File: config.mk
export PLATFORM = sky130hd
export DESIGN_NAME = fifo_rd_stream_adapter_flat
export DESIGN_NICKNAME = d
export VERILOG_FILES = /design/src/rtl/fifo_rd_pkg.sv /design/src/rtl/fifo_rd_stream_adapter_if.sv /design/src/rtl/fifo_rd_skid_buf.sv /design/src/rtl/fifo_rd_stream_adapter.sv /design/src/flat_wrapper.sv
export SDC_FILE = /design/constraint.sdc
export NUM_CORES = 1
export LEC_CHECK = 0
export ABC_AREA = 1
export CAP_MARGIN = 10
export CORE_ASPECT_RATIO = 1.25
export CORE_MARGIN = 2
export CORE_UTILIZATION = 50
export CTS_BUF_LIST = sky130_fd_sc_hd__clkbuf_8
export DETAILED_ROUTE_END_ITERATION = 7
export HOLD_SLACK_MARGIN = 0.12
export PLACE_DENSITY = 0.76
export SLEW_MARGIN = 20
export SYNTH_ARGS = -nofsm -noshare
export SYNTH_HDL_FRONTEND = slang
export SYNTH_HIERARCHICAL = 1
export SYNTH_SLANG_ARGS = --single-unit
export TNS_END_PERCENT = 30
File: constraint.sdc
create_clock -name rd_clk -period 6.44 [get_ports rd_clk]
set_input_delay 0.966 -clock rd_clk [delete_from_list [all_inputs] [get_ports rd_clk]]
set_output_delay 0.966 -clock rd_clk [all_outputs]
set_load 0.02 [all_outputs]
File: src/rtl/fifo_rd_pkg.sv
// Shared types and limits for the FIFO read-side stream adapter.
package fifo_rd_pkg;

    localparam int DATA_WIDTH_MAX = 1152;
    localparam int BUF_DEPTH_MIN  = 2;
    localparam int BUF_DEPTH_MAX  = 4;
    localparam int LVL_WIDTH_DEF  = 3;

    typedef logic [LVL_WIDTH_DEF-1:0] lvl_t;
    typedef logic [1:0]               ptr_t;

    // Advance a circular-buffer pointer, wrapping depth-1 -> 0.
    function automatic ptr_t ptr_inc(input ptr_t p, input int depth);
        return (int'(p) == depth - 1) ? ptr_t'(0) : ptr_t'(p + 2'd1);
    endfunction

endpackage

File: src/rtl/fifo_rd_stream_adapter_if.sv
// FIFO read port plus valid/ready stream for fifo_rd_stream_adapter.
// Optional FIFO_RD_WORD_CNT_EN adds the word_cnt signal.
interface fifo_rd_stream_adapter_if #(
    parameter int DATA_WIDTH = 32,
    parameter int LVL_WIDTH  = 3
);
    logic                  fifo_rd_en;
    logic [DATA_WIDTH-1:0] fifo_rd_data;
    logic                  fifo_rd_empty;
    logic [DATA_WIDTH-1:0] m_data;
    logic                  m_valid;
    logic                  m_ready;
    logic [LVL_WIDTH-1:0]  buf_level;
`ifdef FIFO_RD_WORD_CNT_EN
    logic [31:0]           word_cnt;

    modport master (
        output fifo_rd_en, input fifo_rd_data, input fifo_rd_empty,
        output m_data, output m_valid, input m_ready,
        output buf_level, output word_cnt
    );
    modport slave (
        input fifo_rd_en, output fifo_rd_data, output fifo_rd_empty,
        input m_data, input m_valid, output m_ready,
        input buf_level, input word_cnt
    );
`else
    modport master (
        output fifo_rd_en, input fifo_rd_data, input fifo_rd_empty,
        output m_data, output m_valid, input m_ready,
        output buf_level
    );
    modport slave (
        input fifo_rd_en, output fifo_rd_data, output fifo_rd_empty,
        input m_data, input m_valid, output m_ready,
        input buf_level
    );
`endif
endinterface

File: src/rtl/fifo_rd_skid_buf.sv
// Circular prefetch buffer: push at wr_ptr, pop at rd_ptr, level tracking, clr empties it.
module fifo_rd_skid_buf
    import fifo_rd_pkg::*;
#(
    parameter int DATA_WIDTH = 32,
    parameter int BUF_DEPTH  = 2,
    parameter int LVL_WIDTH  = 3
) (
    input  logic                  clk,
    input  logic                  srst,
    input  logic                  push,
    input  logic [DATA_WIDTH-1:0] push_data,
    input  logic                  pop,
    input  logic                  clr,
    output logic [DATA_WIDTH-1:0] head_data,
    output logic                  head_valid,
    output logic [LVL_WIDTH-1:0]  level
);

    // Sized to the largest legal depth so a 2-bit pointer indexes it exactly.
    logic [DATA_WIDTH-1:0] mem_q [BUF_DEPTH_MAX];
    ptr_t                  wr_ptr_q, wr_ptr_d;
    ptr_t                  rd_ptr_q, rd_ptr_d;
    logic [LVL_WIDTH-1:0]  level_q, level_d;

    // Next-state for pointers and level; clr wins over push/pop.
    always_comb begin
        wr_ptr_d = wr_ptr_q;
        rd_ptr_d = rd_ptr_q;
        level_d  = level_q;
        if (clr) begin
            wr_ptr_d = '0;
            rd_ptr_d = '0;
            level_d  = '0;
        end else begin
            if (push) wr_ptr_d = ptr_inc(wr_ptr_q, BUF_DEPTH);
            if (pop)  rd_ptr_d = ptr_inc(rd_ptr_q, BUF_DEPTH);
            case ({push, pop})
                2'b10:   level_d = level_q + LVL_WIDTH'(1);
                2'b01:   level_d = level_q - LVL_WIDTH'(1);
                default: level_d = level_q;
            endcase
        end
    end

    // Pointer and level registers.
    always_ff @(posedge clk) begin
        if (srst) begin
            wr_ptr_q <= '0;
            rd_ptr_q <= '0;
            level_q  <= '0;
        end else begin
            wr_ptr_q <= wr_ptr_d;
            rd_ptr_q <= rd_ptr_d;
            level_q  <= level_d;
        end
    end

    // Data storage; a word arriving during a clear is dropped.
    always_ff @(posedge clk) begin
        if (push && !clr && !srst) mem_q[wr_ptr_q] <= push_data;
    end

    // Head of buffer, forced to zero while empty so reset/flush show m_data=0.
    always_comb begin
        head_data = '0;
        if (level_q != '0) head_data = mem_q[rd_ptr_q];
    end

    assign head_valid = (level_q != '0);
    assign level      = level_q;

endmodule

File: src/rtl/fifo_rd_stream_adapter.sv
// Read-side drain engine: issues FIFO reads against rd_empty, absorbs the 1-cycle RAM
// latency and presents a bubble-free valid/ready stream.
// Optional FIFO_RD_WORD_CNT_EN adds a 32-bit popped-word counter on bus.word_cnt.
module fifo_rd_stream_adapter
    import fifo_rd_pkg::*;
#(
    parameter int DATA_WIDTH = 32,
    parameter int BUF_DEPTH  = 2,
    parameter int LVL_WIDTH  = 3
) (
    input  logic                     rd_clk,
    input  logic                     rd_rst,
    input  logic                     flush,
    fifo_rd_stream_adapter_if.master bus
);

    if (DATA_WIDTH < 1 || DATA_WIDTH > DATA_WIDTH_MAX) begin : g_bad_width
        $error("DATA_WIDTH out of range");
    end
    if (BUF_DEPTH < BUF_DEPTH_MIN || BUF_DEPTH > BUF_DEPTH_MAX) begin : g_bad_depth
        $error("BUF_DEPTH out of range");
    end
    if ((1 << LVL_WIDTH) <= BUF_DEPTH) begin : g_bad_lvl
        $error("LVL_WIDTH too narrow for BUF_DEPTH");
    end

    logic                  pend_q, pend_d;
    logic                  pop, issue, push;
    logic [LVL_WIDTH:0]    occ;
    logic [DATA_WIDTH-1:0] head_data;
    logic                  head_valid;
    logic [LVL_WIDTH-1:0]  level;

    // Occupancy after this cycle counts the word in flight, so a new read never overflows.
    assign pop   = head_valid & bus.m_ready;
    assign occ   = {1'b0, level} + {{LVL_WIDTH{1'b0}}, pend_q} - {{LVL_WIDTH{1'b0}}, pop};
    assign issue = !bus.fifo_rd_empty && !flush && (occ < (LVL_WIDTH+1)'(BUF_DEPTH));
    assign push  = pend_q && !flush;

    // A read issued this cycle delivers its word next cycle.
    always_comb begin
        pend_d = issue;
    end

    // In-flight flag register.
    always_ff @(posedge rd_clk) begin
        if (rd_rst) pend_q <= 1'b0;
        else        pend_q <= pend_d;
    end

    fifo_rd_skid_buf #(
        .DATA_WIDTH (DATA_WIDTH),
        .BUF_DEPTH  (BUF_DEPTH),
        .LVL_WIDTH  (LVL_WIDTH)
    ) u_skid (
        .clk        (rd_clk),
        .srst       (rd_rst),
        .push       (push),
        .push_data  (bus.fifo_rd_data),
        .pop        (pop),
        .clr        (flush),
        .head_data  (head_data),
        .head_valid (head_valid),
        .level      (level)
    );

    assign bus.fifo_rd_en = issue;
    assign bus.m_data     = head_data;
    assign bus.m_valid    = head_valid;
    assign bus.buf_level  = level;

`ifdef FIFO_RD_WORD_CNT_EN
    logic [31:0] word_cnt_q, word_cnt_d;

    // Count accepted words; wraps naturally, cleared by flush.
    always_comb begin
        word_cnt_d = word_cnt_q;
        if (flush)    word_cnt_d = '0;
        else if (pop) word_cnt_d = word_cnt_q + 32'd1;
    end

    // Counter register.
    always_ff @(posedge rd_clk) begin
        if (rd_rst) word_cnt_q <= '0;
        else        word_cnt_q <= word_cnt_d;
    end

    assign bus.word_cnt = word_cnt_q;
`endif

endmodule
File: src/flat_wrapper.sv
// flat-port wrapper written by rule: the top's interface ports become plain ports
module fifo_rd_stream_adapter_flat import fifo_rd_pkg::*;
#(
    parameter int DATA_WIDTH = 32,
    parameter int BUF_DEPTH  = 2,
    parameter int LVL_WIDTH  = 3
)
  (rd_clk, rd_rst, flush, bus_fifo_rd_en, bus_fifo_rd_data, bus_fifo_rd_empty, bus_m_data, bus_m_valid, bus_m_ready, bus_buf_level);
  fifo_rd_stream_adapter_if #(.DATA_WIDTH(DATA_WIDTH), .LVL_WIDTH(LVL_WIDTH)) bus_i ();
  input  logic rd_clk;
  input  logic rd_rst;
  input  logic flush;
  output wire logic [$bits(bus_i.fifo_rd_en)-1:0] bus_fifo_rd_en;
  input wire logic [$bits(bus_i.fifo_rd_data)-1:0] bus_fifo_rd_data;
  input wire logic [$bits(bus_i.fifo_rd_empty)-1:0] bus_fifo_rd_empty;
  output wire logic [$bits(bus_i.m_data)-1:0] bus_m_data;
  output wire logic [$bits(bus_i.m_valid)-1:0] bus_m_valid;
  input wire logic [$bits(bus_i.m_ready)-1:0] bus_m_ready;
  output wire logic [$bits(bus_i.buf_level)-1:0] bus_buf_level;
  assign bus_fifo_rd_en = bus_i.fifo_rd_en;
  assign bus_i.fifo_rd_data = bus_fifo_rd_data;
  assign bus_i.fifo_rd_empty = bus_fifo_rd_empty;
  assign bus_m_data = bus_i.m_data;
  assign bus_m_valid = bus_i.m_valid;
  assign bus_i.m_ready = bus_m_ready;
  assign bus_buf_level = bus_i.buf_level;
  fifo_rd_stream_adapter #(.DATA_WIDTH(DATA_WIDTH), .BUF_DEPTH(BUF_DEPTH), .LVL_WIDTH(LVL_WIDTH)) u_core (.rd_clk(rd_clk), .rd_rst(rd_rst), .flush(flush), .bus(bus_i));
endmodule
# Word-level counts from Yosys, hierarchy flattened
# Memories as Yosys holds them, arrays and structs flattened. A register that Yosys moved wholly into a read port is not among the register bits.
# Cells that the tools add are included.
[totals] ramBits=128 reg_bits=8 elab_cells=36 inputBits=37 memories=1
[mem_list] memory="u_core.u_skid.mem_q" depth=4 word_bits=32 rd=1 rd_clocked_by_memory_dff=1 wr=1 line="fifo_rd_skid_buf.sv:21" rtl="logic [DATA_WIDTH-1:0] mem_q [BUF_DEPTH_MAX];"
[op_classes] bitwise=1 order_cmp=1 n_eq_ne=4 mux=8 n_reduce_logical=11 add_sub_neg=6
[ops] op="$mux W32" count=1
[ops] op="$mux W2" count=4
[ops] op="$eq A2 B2 Y1 const B" count=3
[ops] op="$pmux W3 S2" count=1
[ops] op="$logic_and A1 B1 Y1" count=5
[ops] op="$add A2 B1 Y2 const B" count=2
[ops] op="$add A3 B1 Y4" count=1
[ops] op="$lt A4 B2 Y1 const B" count=1
[ops] op="$sub A4 B1 Y4" count=1
[ops] op="$add A3 B1 Y3 const B" count=1
[ops] op="$logic_not A1 Y1" count=3
[ops] op="$reduce_bool A3 Y1" count=1
[ops] op="$sub A3 B1 Y3 const B" count=1
[ops] op="$eq A2 B1 Y1 const B" count=1
[ops] op="$mux W1" count=2
[ops] op="$reduce_bool A2 Y1" count=1
[ops] op="$reduce_or A2 Y1" count=1
[ops] op="$and A1 B1 Y1" count=1

# Logic depth before layout (Yosys ltp)
# Gate-level depths: netlist of run 1.
[logic_depth] word_depth=6 depth_mapped=15 mapped_depth_nobuf=14

# Modules after synthesis
# The synthesis of run 1 kept the hierarchy.
[by_module_without_submodules] mod="fifo_rd_skid_buf" area_per_inst_um2=5398.9 instances=1 cells_each=457 seq_area_each_um2=4023.9
[by_module_without_submodules] mod="fifo_rd_stream_adapter" area_per_inst_um2=200.2 instances=1 cells_each=33 seq_area_each_um2=20.0

# Least setup slack after synthesis of run 1
# No wires, ideal clock.
[synth_timing] path_type="input to register" from="input flush" to="memory u_core.u_skid.mem_q[0][0] (enable)" arrival_time_ns=4.378 stages=3 n_path_buf=0 slack_ns=1.560 cell_sequence="nor2_1 > inv_1 > nor4_1"
[synth_via] elab_chain_len=6
[synth_rtl] element="start: declaration" line="flat_wrapper.sv:12" rtl="input logic flush;"
[synth_rtl] element="$logic_not A1 Y1 (*)" line="fifo_rd_skid_buf.sv:61, fifo_rd_stream_adapter.sv:38"
[synth_rtl] element="$logic_and A1 B1 Y1" line="fifo_rd_stream_adapter.sv:38" rtl="assign push = pend_q && !flush;"
[synth_rtl] element="$logic_and A1 B1 Y1 (*) (2 in a row)" line="fifo_rd_skid_buf.sv:61" rtl="if (push && !clr && !srst) mem_q[wr_ptr_q] <= push_data;"
[synth_rtl] element="$mux W1 (*)" line="fifo_rd_skid_buf.sv:61"
[synth_rtl] element="$mux W1 (implied by the code) (*)" line="fifo_rd_skid_buf.sv:61"
[synth_rtl] element="end: declaration" line="fifo_rd_skid_buf.sv:21"
# Mark *: on every way between the ends. The rest lies on a longest branch, timed or not.

# Worst setup path in the final report of run 1
[layout_timing] from="register u_core.u_skid.level_q[1], in the netlist u_core/u_skid/level[1]" to="output bus_fifo_rd_en"
[layout_via] elab_chain_len=5 elab_cells_between_ends=6
[layout_rtl] element="start: declaration" line="fifo_rd_skid_buf.sv:24" rtl="logic [LVL_WIDTH-1:0] level_q, level_d;"
[layout_rtl] element="start signal: assignment" line="fifo_rd_skid_buf.sv:55" rtl="level_q <= level_d;"
[layout_rtl] element="$reduce_bool A3 Y1" line="fifo_rd_skid_buf.sv:70" rtl="assign head_valid = (level_q != '0);"
[layout_rtl] element="$and A1 B1 Y1" line="fifo_rd_stream_adapter.sv:35" rtl="assign pop = head_valid & bus.m_ready;"
[layout_rtl] element="named net u_core.pop" line="fifo_rd_stream_adapter.sv:28" rtl="logic pop, issue, push;"
[layout_rtl] element="$sub A4 B1 Y4" line="fifo_rd_stream_adapter.sv:36" rtl="assign occ = {1'b0, level} + {{LVL_WIDTH{1'b0}}, pend_q} - {{LVL_WIDTH{1'b0}}, pop};"
[layout_rtl] element="$lt A4 B2 Y1" line="fifo_rd_stream_adapter.sv:37" rtl="assign issue = !bus.fifo_rd_empty && !flush && (occ < (LVL_WIDTH+1)'(BUF_DEPTH));"
[layout_rtl] element="$logic_and A1 B1 Y1" line="fifo_rd_stream_adapter.sv:37"
[layout_rtl] element="end: declaration" line="flat_wrapper.sv:13" rtl="output wire logic [$bits(bus_i.fifo_rd_en)-1:0] bus_fifo_rd_en;"
# The timed path passes the listed nets, and every way through them passes these cells.

==> qor.yml, run 1 <==
grt:
  overflow: 0
  total_global_routing_track_utilization_pct: 18.4
  grt_pass1_wl_um: 16800
  antenna_found_initial: 0
  pin_count_of_the_biggest_net_entering_global_routing: 66
  first_global_vias: 3652
die:
  floorplan.io_pins: 74
  core_area_sq_um: 11000
  floorplan.die.height_um: 122
  initial_utilization_pct: 50.8
  num_rows: 43
  die_width_um: 98.7
  die-area_sq_um: 12100
sta:
  setup-tns-final_ns: 0
  final.min_clock_period_ns: 4.64
  finalHoldViolations: 0
  skew_ns: 0.00882
  maxSlewHeadroom_pct: 26.8
  fmaxAchievable_ghz: 0.215
  finalCritPeriodShare_pct: 72.1
  actual_slew_at_the_worst_max_slew_pin_ns: 1.10
  rsz_0062_raised_after_global_routing: "false"
  setup_violations: 0
  maxSlewViolCount: 0
detailed_routing:
  number_of_vias_in_the_routed_layout: 3726
  drtAntennaViolNets: 0
  vias_per_cell: 5.21
  routed_wirelength_um: 11000
  wl_per_instance_um: 15.4
  first_iter_violations: 255
  route.detailed.drc: 0
  detailedRoute.firstPassIterationCount: 5
placement:
  numPortBuffers: 73
  detailed_place.area_sq_um: 6450
  gp_congestion: 0.738
  hpwl_um: 6120
  dp.cells: 682
setup_path:
  worst_ep_required_time_ns: 5.47
  biggest_fanout_along_the_worst_timing_path: 33
  worstSetupPathType: "flip-flop to output pin"
  worstSetupEndpointType: "output pin"
  rr_worst_depth: 13
  timing.critical_path.from_type: "flip-flop"
  wp_data_arrival_ns: 3.68
synth:
  synth.yosys.seq_area_share_pct: 72.2
  synth-edff-count: 128
  synthDominantAreaCellType: "sky130_fd_sc_hd__edfxtp_1"
  netlist_area_sq_um: 5600
  ys_seq_elements: 138
  number_of_cells_produced_by_synthesis: 490
  yosysMostFrequentCell: "sky130_fd_sc_hd__nand2_1"
  synth_top_cells_by_count: "sky130_fd_sc_hd__nand2_1 (144), sky130_fd_sc_hd__edfxtp_1 (128), sky130_fd_sc_hd__nor2_1 (72)"
  postSynth.asyncResetShare_pct: 0
  synth_cell_type_count: 24
  synthesis.area_per_instance_sq_um: 11.4
  synth_top_area_share_pct: 68.6
  postSynth.topFlopCell: "sky130_fd_sc_hd__edfxtp_1"
  yosys-top-cells-area: "sky130_fd_sc_hd__edfxtp_1 (69%), sky130_fd_sc_hd__nand2_1 (9.7%), sky130_fd_sc_hd__nor2_1 (4.8%), sky130_fd_sc_hd__dfxtp_1 (3.6%), sky130_fd_sc_hd__a21oi_1 (3.2%)"
  synth.net_count: 533
  synth-warning-count: 6
clocking:
  ctsHtreeMaxLevel: 4
  cts.sinks: 138
  cts_tree: "yes"
  cts_buffer_depth: 2
  cts_inserted_buffers: 17
  cts_resized: 0
  cts_root_buffer: "sky130_fd_sc_hd__clkbuf_8"
  total_setup_buffers_inserted_after_cts: 0
  cts-hold-fix-buffers: 0
  clock_insertion_delay_worst_skew_ns: 0.43
  worst_setup_hold_path_clk_slew_ns: 0.07
cells_and_area:
  n_antenna_cell: 0
  layout-drive-gt1-share_pct: 8.62
  area_delta_synth_final_pct: 24.3
  final_cell_area_sq_um: 6960
  final_net_count: 610
  instances_no_fill: 715
power_and_ir_drop:
  vdd.ir_drop.worst_mv: 0.174
  clockPowerShare_pct: 43.7
  power.share.combinational_pct: 4.3
  seqPwrFrac_pct: 52.0
  power_density_nw_per_um2: 271
  power.internal_mw: 1.54
  leakage_nw: 2.57
  switching_power_uw: 351
  total_power_mw: 1.89
  switching_share_pct: 18.6
hold_path:
  timing.hold.worst.class: "flip-flop to flip-flop"
  timing.hold.worst_path_depth: 2
run_status:
  outcome: "finished, final reports clean"
run:
  cap_violations: 0
cells in the final DEF, fill, tap and decap left out, types with 2 or more instances in the layout:
master                              n
sky130_fd_sc_hd__edfxtp_1         128
sky130_fd_sc_hd__clkdlybuf4s50_1   73
sky130_fd_sc_hd__nand2_1          144
sky130_fd_sc_hd__o21ai_0            8
sky130_fd_sc_hd__nor2_2             2
sky130_fd_sc_hd__bufinv_16          6
sky130_fd_sc_hd__clkinv_2           4
sky130_fd_sc_hd__nand3_1            2
sky130_fd_sc_hd__clkbuf_8          19
sky130_fd_sc_hd__o21ai_1           28
sky130_fd_sc_hd__nor2_1            71
sky130_fd_sc_hd__fa_1               2
sky130_fd_sc_hd__ha_1               4
sky130_fd_sc_hd__a21oi_1           36
sky130_fd_sc_hd__buf_4              6
sky130_fd_sc_hd__dfxtp_1            9
sky130_fd_sc_hd__nor3_2             2
sky130_fd_sc_hd__inv_2              2
sky130_fd_sc_hd__clkinvlp_4         2
sky130_fd_sc_hd__inv_1             23
metrics by stage:
step | hold WS (ns) | util [%] | setup slack, ns
after floorplan | 0.411 | - | 1.56
after global placement | 0.423 | 58.5 | 2.00
after detailed placement | 0.428 | 58.5 | 1.92
after CTS | 0.438 | 62.8 | 1.77
after global routing | 0.447 | 63.1 | 1.56
final | 0.436 | 63.1 | 1.80
worst max-delay path, stage by stage, from the launching register on:
cell and delay (ns):
sky130_fd_sc_hd__dfxtp_1 0.41, sky130_fd_sc_hd__nor3_4 0.20, sky130_fd_sc_hd__buf_4 0.41, sky130_fd_sc_hd__inv_2 0.06, sky130_fd_sc_hd__nand2_1 0.09, sky130_fd_sc_hd__inv_1 0.08
sky130_fd_sc_hd__ha_1 0.28, sky130_fd_sc_hd__nor2_1 0.14, sky130_fd_sc_hd__inv_1 0.07, sky130_fd_sc_hd__fa_1 0.51, sky130_fd_sc_hd__nand3b_1 0.09, sky130_fd_sc_hd__nor2_2 0.13
sky130_fd_sc_hd__nand3_2 0.10, sky130_fd_sc_hd__inv_1 0.07, sky130_fd_sc_hd__clkdlybuf4s50_1 0.60
area by class of cell:
type	instances	area (sq um)
sequential	138	4050
inverter	25	95.1
clock buffer	19	262
clock inverter	13	223
timing repair buffer	80	803
fill	821	4070
multi-input combinational	305	1360
tap	135	169
sequential cells by signal (all words and copies together) (netlist names), named ones only:
register                cells
u_core/u_skid/level         3
u_core/u_skid/wr_ptr_q      2
u_core/pend_q               1
u_core/u_skid/mem_q       128
u_core/u_skid/rd_ptr_q      2
power by group through the flow:
stage | clock (mW) | sequential (mW) | combinational [mW]
finish | 0.824 | 0.981 | 0.0818
global route | 0.872 | 0.981 | 0.0882
CTS | 0.835 | 0.981 | 0.0820
detailed placement | 0 | 1.00 | 0.0815
global placement | 0 | 1.00 | 0.0794
floorplan | 0 | 1.00 | 0.0312
path summary, 6_finish.rpt:
path         slack [ns]                      start             end
min                0.44  u_core/u_skid/rd_ptr_q[1]       flip-flop
max reg2reg        3.72     u_core/u_skid/level[1]   u_core/pend_q
min reg2reg        0.44  u_core/u_skid/rd_ptr_q[1]       flip-flop
max                1.80     u_core/u_skid/level[1]  bus_fifo_rd_en
metal layers:
layer | track usage, % | routed length, um | vias up | part of all wire [%]
li1 | - | - | 1813 | -
met1 | 20.7 | 4340 | 1769 | 40
met2 | 32.3 | 5850 | 126 | 53
met3 | 4.78 | 544 | 18 | 5.0
met4 | 9.33 | 243 | 0 | 2.2
met5 | 0 | 0 | - | 0
logic make-up (layout without fill, tap and decap cells):
family	count (synthesis)	after routing	share of synthesized area, %
adder cells (fa/ha/maj)	6	6	1.61
flip-flops	138	138	72.2
AO/OA/AOI/OAI	72	72	6.44
AND/OR/NAND/NOR	227	227	15.8
buffers and inverters	47	137	3.96
No activity file was read; power rests on OpenSTA's default activity.
==> inputs of run 2 (changes only) <==
Clock period 6.44 ns to 4.4 ns, I/O delays scaled along.
==> run 2 against run 1 <==
Non-clock buffer count up 1. Power rose by 29%. Global-route usage decreased by 0.24 points. Largest power group unchanged. Combinational power is 45% higher. Cell count grew 0.14%. Clock power rose by 5.8%. Highest routed layer unchanged. Largest cell class unchanged. Sequential power up 47%. Critical path depth fell by 1.
==> qor.yml, run 2 (synthesis results as in run 1) <==
sta:
  setup-tns-final_ns: 0
  finalCritPeriodShare_pct: 88.4
  skew_ns: 0.00859
  final.min_clock_period_ns: 3.89
  rsz_0062_raised_after_global_routing: "false"
  setup_violations: 0
  finalHoldViolations: 0
  maxSlewHeadroom_pct: 38.6
  maxSlewViolCount: 0
  final_critical_path_setup_slack_ns: 0.512
  fmaxAchievable_ghz: 0.257
  actual_slew_at_the_worst_max_slew_pin_ns: 0.914
setup_path:
  cp_num_buf_inv: 5
  worst-r2r-setup-slack_ns: 2.10
  rr_worst_depth: 12
  wp_data_arrival_ns: 3.23
  timing.critical_path.cells: "nor3_4, inv_2, nand2_1, inv_1, ha_1, nor2_1, inv_1, fa_1, nand3b_1, nor2_2, nand3_2, inv_1, clkdlybuf4s50_1"
  critical-path-top-delay-family: "buffers and inverters"
  timing.critical_path.from_type: "flip-flop"
  worstSetupPathType: "flip-flop to output pin"
  worstSetupEndpointType: "output pin"
  cp_common_cell: "sky130_fd_sc_hd__inv_1"
  worst_ep_required_time_ns: 3.74
  cpPeakStageDelay_ns: 0.59
  cp_slowest_cell: "sky130_fd_sc_hd__clkdlybuf4s50_1"
  cp_depth: 13
  biggest_fanout_along_the_worst_timing_path: 7
power_and_ir_drop:
  power_density_nw_per_um2: 355
  total_power_mw: 2.43
  vdd.ir_drop.worst_mv: 0.223
  leakage_nw: 2.53
clocking:
  cts.sinks: 138
  cts_tree: "yes"
  clock_insertion_delay_worst_skew_ns: 0.42
  cts_root_buffer: "sky130_fd_sc_hd__clkbuf_8"
  cts_inserted_buffers: 17
  cts-hold-fix-buffers: 0
  cts_buffer_depth: 2
  worst_setup_hold_path_clk_slew_ns: 0.07
  ctsHtreeMaxLevel: 4
  total_setup_buffers_inserted_after_cts: 0
  cts_resized: 0
grt:
  pin_count_of_the_biggest_net_entering_global_routing: 65
  first_global_vias: 3629
  grt_pass1_wl_um: 16700
  total_global_routing_track_utilization_pct: 18.1
  antenna_found_initial: 0
  overflow: 0
placement:
  dp.cells: 684
  hpwl_um: 6050
  preCtsSetupSlack_ns: 0.508
  gp_congestion: 0.721
  numPortBuffers: 73
  detailed_place.area_sq_um: 6480
die:
  core_area_sq_um: 11000
  num_rows: 43
  initial_utilization_pct: 50.8
  floorplan.io_pins: 74
  die_width_um: 98.7
  die-area_sq_um: 12100
  floorplan.die.height_um: 122
run:
  cap_violations: 0
cells_and_area:
  final_net_count: 611
  area_delta_synth_final_pct: 22.2
  mostFrequentLayoutCells: "sky130_fd_sc_hd__nand2_1 (144), sky130_fd_sc_hd__edfxtp_1 (128), sky130_fd_sc_hd__clkdlybuf4s50_1 (73)"
  final_cell_area_sq_um: 6840
  instances_no_fill: 716
  nFillCells: 873
  largest_register: "u_core/u_skid/mem_q"
  layout-drive-gt1-share_pct: 8.43
  n_antenna_cell: 0
  layout_commonest_cell: "sky130_fd_sc_hd__nand2_1"
  max_ffs_per_register: 128
hold_path:
  timing.hold.worst.class: "flip-flop to flip-flop"
  timing.hold.worst_path_depth: 2
detailed_routing:
  detailedRoute.firstPassIterationCount: 5
  wl_per_instance_um: 14.5
  number_of_vias_in_the_routed_layout: 3645
  vias_per_cell: 5.09
  maxUsedRoutingLayer: "met4"
  routed-wl-met2_um: 5650
  routedLengthMet1_um: 4130
  drtAntennaViolNets: 0
  routed_wirelength_um: 10400
  route.detailed.drc: 0
  first_iter_violations: 306
  route.met3.wl_um: 517
run_status:
  outcome: "finished, final reports clean"
-- run 2: stage by stage --
step,hold slack [ns],util (%)
2_1_floorplan,0.411,-
3_3_place_gp,0.423,58.8
3_5_place_dp,0.436,58.8
4_1_cts,0.448,62.0
5_1_grt,0.473,62.0
6_report,0.445,62.0
-- run 2: power breakdown --
part | internal (mW) | switching [mW] | total [mW] | leakage [nW]
clock | 0.453 | 0.418 | 0.872 | 0.194
combinational | 0.0573 | 0.0617 | 0.119 | 1.10
sequential | 1.43 | 0.00211 | 1.44 | 1.23
-- run 2: layout make-up --
class	count	area, sq um	area share [%]
inverter	25	96.3	1.41
multi-input combinational	305	1370	20.1
clock buffer	22	303	4.43
tap	135	169	2.47
clock inverter	10	51.3	0.750
sequential	138	4050	59.1
timing repair buffer	81	803	11.7
-- run 2: path summary, 6_finish.rpt --
path	from	end
hold / removal	u_core/u_skid/rd_ptr_q[1]	u_core/u_skid/rd_ptr_q[1]
hold reg to reg	u_core/u_skid/rd_ptr_q[1]	u_core/u_skid/rd_ptr_q[1]
setup reg to reg	u_core/u_skid/level[1]	u_core/pend_q
setup / recovery	u_core/u_skid/level[1]	bus_fifo_rd_en
-- run 2: layer usage --
layer  up-vias  GRT usage, %
met1      1728          20.6
met3         8          4.33
met4         0          6.34
met2        94          33.5
li1       1815             -
met5         -             0
-- run 2: worst register-to-register path, stage by stage (launching register included) --
cell and delay, ns:
sky130_fd_sc_hd__dfxtp_1 0.41, sky130_fd_sc_hd__nor3_4 0.24, sky130_fd_sc_hd__inv_2 0.05, sky130_fd_sc_hd__nand2_1 0.06
sky130_fd_sc_hd__inv_1 0.08, sky130_fd_sc_hd__ha_1 0.27, sky130_fd_sc_hd__nor2_1 0.14, sky130_fd_sc_hd__inv_1 0.07
sky130_fd_sc_hd__fa_1 0.50, sky130_fd_sc_hd__nand3b_1 0.10, sky130_fd_sc_hd__nor2_2 0.13, sky130_fd_sc_hd__nand3_2 0.09
sky130_fd_sc_hd__nor2_2 0.08
==> inputs of run 3 (changes only) <==
Settings changed: CORE_MARGIN 2 to not set.
==> run 3 against run 2 <==
Core utilization is 2.0 points higher. Cell count fell by 0.14%. Non-clock buffer count up 2. Clock skew fell by 0.0016 ns. Hold slack worse by 0.0098 ns. Combinational power is essentially flat. Sequential cell count is the same. Power increased by 1.2%. First-iteration DRC count down 35%. Global-route usage is 1.3 points higher. Clock-buffer cell count down 3. Critical path type unchanged. Sequential power hardly changed.
==> qor.yml, run 3 (synthesis results as in run 1) <==
placement:
  hpwl_um: 6190
  gp_congestion: 0.693
  numPortBuffers: 73
grt:
  pin_count_of_the_biggest_net_entering_global_routing: 65
  grt_pass1_wl_um: 16900
  total_global_routing_track_utilization_pct: 19.4
  antenna_found_initial: 0
  first_global_vias: 3612
  overflow: 0
clocking:
  cts_root_buffer: "sky130_fd_sc_hd__clkbuf_8"
  cts_inserted_buffers: 17
  cts_resized: 0
  clock_insertion_delay_worst_skew_ns: 0.43
  ctsHtreeMaxLevel: 4
  cts.sinks: 138
  total_setup_buffers_inserted_after_cts: 0
  cts-hold-fix-buffers: 0
  cts_buffer_depth: 2
  cts_tree: "yes"
  worst_setup_hold_path_clk_slew_ns: 0.07
setup_path:
  timing.rr.start: "u_core/u_skid/level[1]"
  worst-r2r-setup-slack_ns: 2.05
  critical_path.reg2reg.endpoint: "u_core/pend_q"
  rr_worst_depth: 12
  worstSetupEndpointType: "output pin"
  wp_data_arrival_ns: 3.30
  biggest_fanout_along_the_worst_timing_path: 7
  worst_ep_required_time_ns: 3.74
  worstSetupPathType: "flip-flop to output pin"
  timing.critical_path.from_type: "flip-flop"
cells_and_area:
  mostFrequentLayoutCells: "sky130_fd_sc_hd__nand2_1 (144), sky130_fd_sc_hd__edfxtp_1 (128), sky130_fd_sc_hd__clkdlybuf4s50_1 (73)"
  nFillCells: 798
  largest_register: "u_core/u_skid/mem_q"
  layout-drive-gt1-share_pct: 8.92
  n_antenna_cell: 0
  area_delta_synth_final_pct: 22.6
  layout_commonest_cell: "sky130_fd_sc_hd__nand2_1"
  max_ffs_per_register: 128
  final-seq-area_sq_um: 4050
  multi_input_area_sq_um: 1370
  final_net_count: 613
sta:
  finalHoldViolations: 0
  fmaxAchievable_ghz: 0.252
  actual_slew_at_the_worst_max_slew_pin_ns: 0.890
  skew_ns: 0.00703
  maxSlewViolCount: 0
  maxSlewHeadroom_pct: 40.6
  setup-tns-final_ns: 0
  rsz_0062_raised_after_global_routing: "false"
  setup_violations: 0
  finalCritPeriodShare_pct: 90.0
  final.min_clock_period_ns: 3.96
hold_path:
  timing.hold.worst_path_depth: 2
  min_from: "u_core/u_skid/rd_ptr_q[1]"
  timing.hold.worst.class: "flip-flop to flip-flop"
  hold_path_sink: "u_core/u_skid/rd_ptr_q[1]"
power_and_ir_drop:
  vdd.ir_drop.worst_mv: 0.276
  leakage_nw: 2.55
  power_density_nw_per_um2: 358
  switching_share_pct: 20.1
  seqPwrFrac_pct: 58.5
  switching_power_uw: 495
  total_power_mw: 2.46
  clockPowerShare_pct: 36.6
  power.share.combinational_pct: 4.8
  power.internal_mw: 1.96
die:
  initial_utilization_pct: 52.2
  num_rows: 42
  floorplan.die.height_um: 120
  floorplan.io_pins: 74
  core_area_sq_um: 10700
  die_width_um: 96.7
  die-area_sq_um: 11600
detailed_routing:
  wl_per_instance_um: 14.7
  first_iter_violations: 199
  number_of_vias_in_the_routed_layout: 3655
  drtAntennaViolNets: 0
  detailedRoute.firstPassIterationCount: 5
  route.detailed.drc: 0
  vias_per_cell: 5.11
  routed_wirelength_um: 10500
run:
  cap_violations: 0
run_status:
  outcome: "finished, final reports clean"
## run 3: cell count changes in the layout (fill, tap and decap cells not counted), sizes merged
cell      previous run  this run
clkinvlp             2         0
clkbuf              22        19
buf                  8        10
bufinv               0         1
inv                 26        30
## run 3: power groups by stage
| stage | Combinational [mW] | Clock [mW] | Sequential [mW] |
|---|---|---|---|
| 6_report | 0.119 | 0.900 | 1.44 |
| 5_1_grt | 0.129 | 0.985 | 1.44 |
| 4_1_cts | 0.120 | 0.927 | 1.44 |
| 3_5_place_dp | 0.119 | 0 | 1.47 |
| 3_3_place_gp | 0.115 | 0 | 1.47 |
| 2_1_floorplan | 0.0458 | 0 | 1.47 |
## run 3: critical path, stage by stage, from the launching register on
cell and delay (ns):
sky130_fd_sc_hd__dfxtp_1 0.41, sky130_fd_sc_hd__nor3_4 0.25, sky130_fd_sc_hd__inv_2 0.06, sky130_fd_sc_hd__nand2_1 0.06, sky130_fd_sc_hd__inv_1 0.09, sky130_fd_sc_hd__ha_1 0.29
sky130_fd_sc_hd__nor2_1 0.14, sky130_fd_sc_hd__inv_1 0.08, sky130_fd_sc_hd__fa_1 0.51, sky130_fd_sc_hd__nand3b_1 0.09, sky130_fd_sc_hd__nor2_2 0.13, sky130_fd_sc_hd__nand3_2 0.10
sky130_fd_sc_hd__inv_1 0.06, sky130_fd_sc_hd__clkdlybuf4s50_1 0.60
## run 3: metrics by stage
step | hold slack [ns] | instance area (sq um) | instances | utilization [%] | worst slack (ns)
after floorplan | 0.411 | 5610 | 490 | - | 0.704
after global placement | 0.422 | 6470 | 682 | 60.4 | 0.582
after detailed placement | 0.425 | 6470 | 682 | 60.4 | 0.461
after CTS | 0.437 | 6840 | 714 | 63.8 | 0.369
after global routing | 0.457 | 6870 | 715 | 64.0 | 0.237
final | 0.435 | 6870 | 715 | 64.0 | 0.439
## run 3: final cells by class
| type | count | area share [%] |
|---|---|---|
| Sequential cell | 138 | 58.9 |
| Multi-Input combinational cell | 305 | 20.0 |
| Timing Repair Buffer | 83 | 12.0 |
| Tap cell | 132 | 2.41 |
| Clock inverter | 13 | 1.46 |
| Inverter | 25 | 1.39 |
| Clock buffer | 19 | 3.81 |
## run 3: how the worst max path moves through the flow
| stage | start | to | slack (ns) | cells past startpoint |
|---|---|---|---|---|
| final | u_core/u_skid/level[1] | bus_fifo_rd_en | 0.44 | 13 |
| after global placement | bus_m_ready | bus_fifo_rd_en | 0.58 | 12 |
| after CTS | u_core/u_skid/level[1] | bus_fifo_rd_en | 0.37 | 13 |
| after detailed placement | bus_m_ready | bus_fifo_rd_en | 0.46 | 12 |
| after global routing | u_core/u_skid/level[1] | bus_fifo_rd_en | 0.24 | 13 |
| after floorplan | flush | u_core/u_skid/mem_q[2][0] | 0.70 | 3 |
## run 3: metal layers
layer | up-vias | wire length, um | track usage [%]
met5 | - | 0 | 0
met2 | 121 | 5690 | 33.7
met4 | 0 | 125 | 9.33
met3 | 6 | 662 | 6.82
li1 | 1818 | - | -
met1 | 1710 | 4010 | 21.1
